==> config.mk <==
export PLATFORM = sky130hd
export DESIGN_NAME = program_counter
export DESIGN_NICKNAME = d
export VERILOG_FILES = /design/src/rtl/program_counter.sv
export SDC_FILE = /design/constraint.sdc
export NUM_CORES = 1
export LEC_CHECK = 0
export BUFFER_PORTS_ARGS = -buffer_cell sky130_fd_sc_hd__buf_2
export CORE_MARGIN = 3
export CORE_UTILIZATION = 42
export DETAILED_ROUTE_END_ITERATION = 7
export GPL_TIMING_DRIVEN = 1
export PLACE_DENSITY = 0.86
export SLEW_MARGIN = 10
export SYNTH_ARGS = -nofsm -noshare
export SYNTH_HDL_FRONTEND = slang
export SYNTH_SLANG_ARGS = --single-unit
==> constraint.sdc <==
create_clock -name clk -period 1.6 [get_ports clk]
set_input_delay 0.32 -clock clk [delete_from_list [all_inputs] [get_ports clk]]
set_output_delay 0.32 -clock clk [all_outputs]
set_load 0.05 [all_outputs]
==> src/rtl/program_counter.sv <==
// 15-bit Hack CPU program counter: synchronous active-low clear, load of a jump
// target, otherwise increment by one with natural wrap-around.
module program_counter #(
    parameter int unsigned           WIDTH       = 15,
    parameter logic [WIDTH-1:0]      RESET_VALUE = '0
) (
    input  logic             clk,
    input  logic             reset,
    input  logic [WIDTH-1:0] in,
    input  logic             load,
    output logic [WIDTH-1:0] out
);

    logic [WIDTH-1:0] r_cnt;
    logic [WIDTH-1:0] w_next;

    // Reset beats load, load beats increment; the add wraps modulo 2^WIDTH.
    always_comb begin
        w_next = r_cnt + WIDTH'(1);
        if (!reset) begin
            w_next = RESET_VALUE;
        end else if (load) begin
            w_next = in;
        end
    end

    always_ff @(posedge clk) begin
        r_cnt <= w_next;
    end

    assign out = r_cnt;

endmodule

==> results.cfg <==
[grt]
grt_pass1_wl_um = 3240
gr-total-overflow = 0
antenna_found_initial = 0
groute.usage.overall_pct = 16.3
grt_pass1_vias = 761
grt_max_degree = 19

[routing]
wl_per_cell_um = 12.6
dr.pass1.iters = 4
drc = 0
ant_nets = 0
drt_iter0_markers = 18
vias = 828
viasPerCell = 5.48
routed_wl_um = 1900

[sta]
fmax_mhz = 672
fin_skew_ns = 0.0144
setup_viol = 0
max-slew-margin-rel_pct = 71.3
fin_ws_ns = 0.111
finalSetupTns_ns = 0
fin_crit_sh_pct = 93.1
worst_pin_slew_ns = 0.430
final-hold-violation-count = 0
timing.final.crit_period_ns = 1.49
finalMaxSlewViolations = 0
rsz0062_at_grt = false

[clock_tree]
clk_pin_slew_ns = 0.10
clk_latency_ns = 0.29
cts.hold.buffers_added = 0
cts_setup_buffers = 0
cts.sinks = 15
cts_root_buffer = clkbuf_4
clockBufferDepth = 2
cts_buffers = 3
cts.htree.levels = 1
cts_tree = built

[logic_synthesis]
syn_nets = 113
syn_avg_cell_area_sq_um = 8.64
synth_cell_type_count = 26
ys_ff_latch = 15
syn_inst = 94
synth_area_sq_um = 812
ys_warn_count = 0
netlist.top_cell.by_area = dfxtp_1
yosys-top-cells-area = dfxtp_1 37%, o21ai_0 9.9%, a31oi_1 6.2%
synth_flop_cell = dfxtp_1
synth_edf_count = 0
ys_seq_area_share_pct = 37.0
yosys.area.top_type_share_pct = 37.0
async_flop_share_pct = 0

[power]
power_density_mw_per_mm2 = 855
ir_drop_uv = 486
comb_power_share_pct = 24.6
switching_power_w = 0.000316
power_leakage_nw = 0.429
power.internal_w = 0.000564
swShare_pct = 35.9
clkPwrFrac_pct = 25.5
seq_power_share_pct = 49.9

[final_layout]
area_delta_synth_final_pct = 26.7
largest_reg_flops = 15
num-nets-final = 146
layout-drive-gt1-share_pct = 40.5
final_common_cell = buf_2
final_cell_mix = 32 x buf_2, 16 x o21ai_0, 8 x a31oi_1
utilization_pct = 57.7
antennaDiodeCount = 0
fin_cells = 151

[die]
core_region_area_sq_mm = 0.00178
chipHeight_um = 50.0
dieArea_sq_mm = 0.00250
die_w_um = 50.0
row_count = 15
io_pins = 33
start_util_pct = 45.5

[setup_path]
cp.required_ns = 1.83
critPathTopFamily = simple AND/OR/NAND/NOR gates
critical_path.cell_chain = ha_1, nand3_4, or4_1, a31oi_1
worstPathArrival_ns = 1.72
crit_path_max_fanout = 11
cp-end-kind = flop
cp_slowest_cell = or4_1
r2r_start = out[0]
crit_start = out[0]
cp_num_buf_inv = 0
crit_type = reg -> reg
cp-start-kind = flop
critPathMaxStageDelay_ns = 0.52

[placement]
gp_congestion = 0.842
dpl.hpwl_um = 1420
io_buffers = 32
post-place-cells = 147
dp_slack_ns = 0.0514

[hold_path]
hold_start = in[1]
hold_path.class = in -> reg

[flow_run]
maxCapViolations = 0

[status]
status = completed
==> power groups by stage <==
| stage | registers (W) | clock network [W] | logic, W |
|---|---|---|---|
| after floorplan | 0.000535 | 0 | 0.0000632 |
| after global placement | 0.000443 | 0 | 0.000213 |
| after detailed placement | 0.000446 | 0 | 0.000218 |
| final | 0.000439 | 0.000224 | 0.000216 |
| after global routing | 0.000444 | 0.000249 | 0.000234 |
| after CTS | 0.000438 | 0.000228 | 0.000218 |
==> cell usage after synthesis (3+ instances only) <==
library cell	instances
o31ai_1	4
nand2_1	5
clkbuf_1	3
or4_1	4
nand3_1	3
o21ai_0	16
xnor2_1	3
dfxtp_1	15
inv_1	4
nor2b_1	3
a31oi_1	8
==> per-layer routing <==
layer,vias up,GRT usage [%],routed length (um)
met5,-,0,0
met4,0,2.76,0
met3,0,5.14,112
met2,25,29.7,970
met1,383,18.5,814
li1,420,-,-
==> final timing paths <==
| kind | to | slack [ns] | depth (start not counted) |
|---|---|---|---|
| setup / recovery | out[10] | 0.11 | 4 |
| hold / removal | out[1] | 0.31 | 3 |
| setup reg to reg | out[10] | 0.11 | 4 |
| hold reg to reg | out[7] | 0.52 | 2 |
==> logic make-up after synthesis <==
group	count (synthesis)	share of synthesized area [%]
xor gates and xnor gates	3	3.24
muxes	1	1.23
DFF	15	37.0
adders and majority gates	1	1.54
buffers and inverters	9	6.01
and+or+nand+nor	31	24.2
AOI/OAI and AO/OA	34	26.8
==> through the flow <==
stage               cell area, sq um  power, W  hold WS, ns
floorplan                        828  0.000598        0.451
global placement                 993  0.000656        0.496
detailed placement               993  0.000664        0.508
CTS                             1020  0.000884        0.315
global route                    1030  0.000927        0.335
finish                          1030  0.000879        0.312
==> cell type report <==
cell class,count,area [sq um]
clock buffer,3,22.5
tap,25,31.3
fill,174,754
inverter,4,15.0
sequential,15,317
clock inverter,1,5.00
timing repair buffer,33,168
multi-input combinational,70,470
==> worst reg2reg max path: stages (launching register included) <==
cell and delay [ns]:
dfxtp_4 0.37, ha_1 0.23, nand3_4 0.15, or4_1 0.52, a31oi_1 0.17
==> timing repair <==
item,CTS,global route
endpoints found under the hold margin,0,0
setup endpoints to repair,0,2
resized for setup,0,1
No activity file was read; power rests on OpenSTA's default activity.
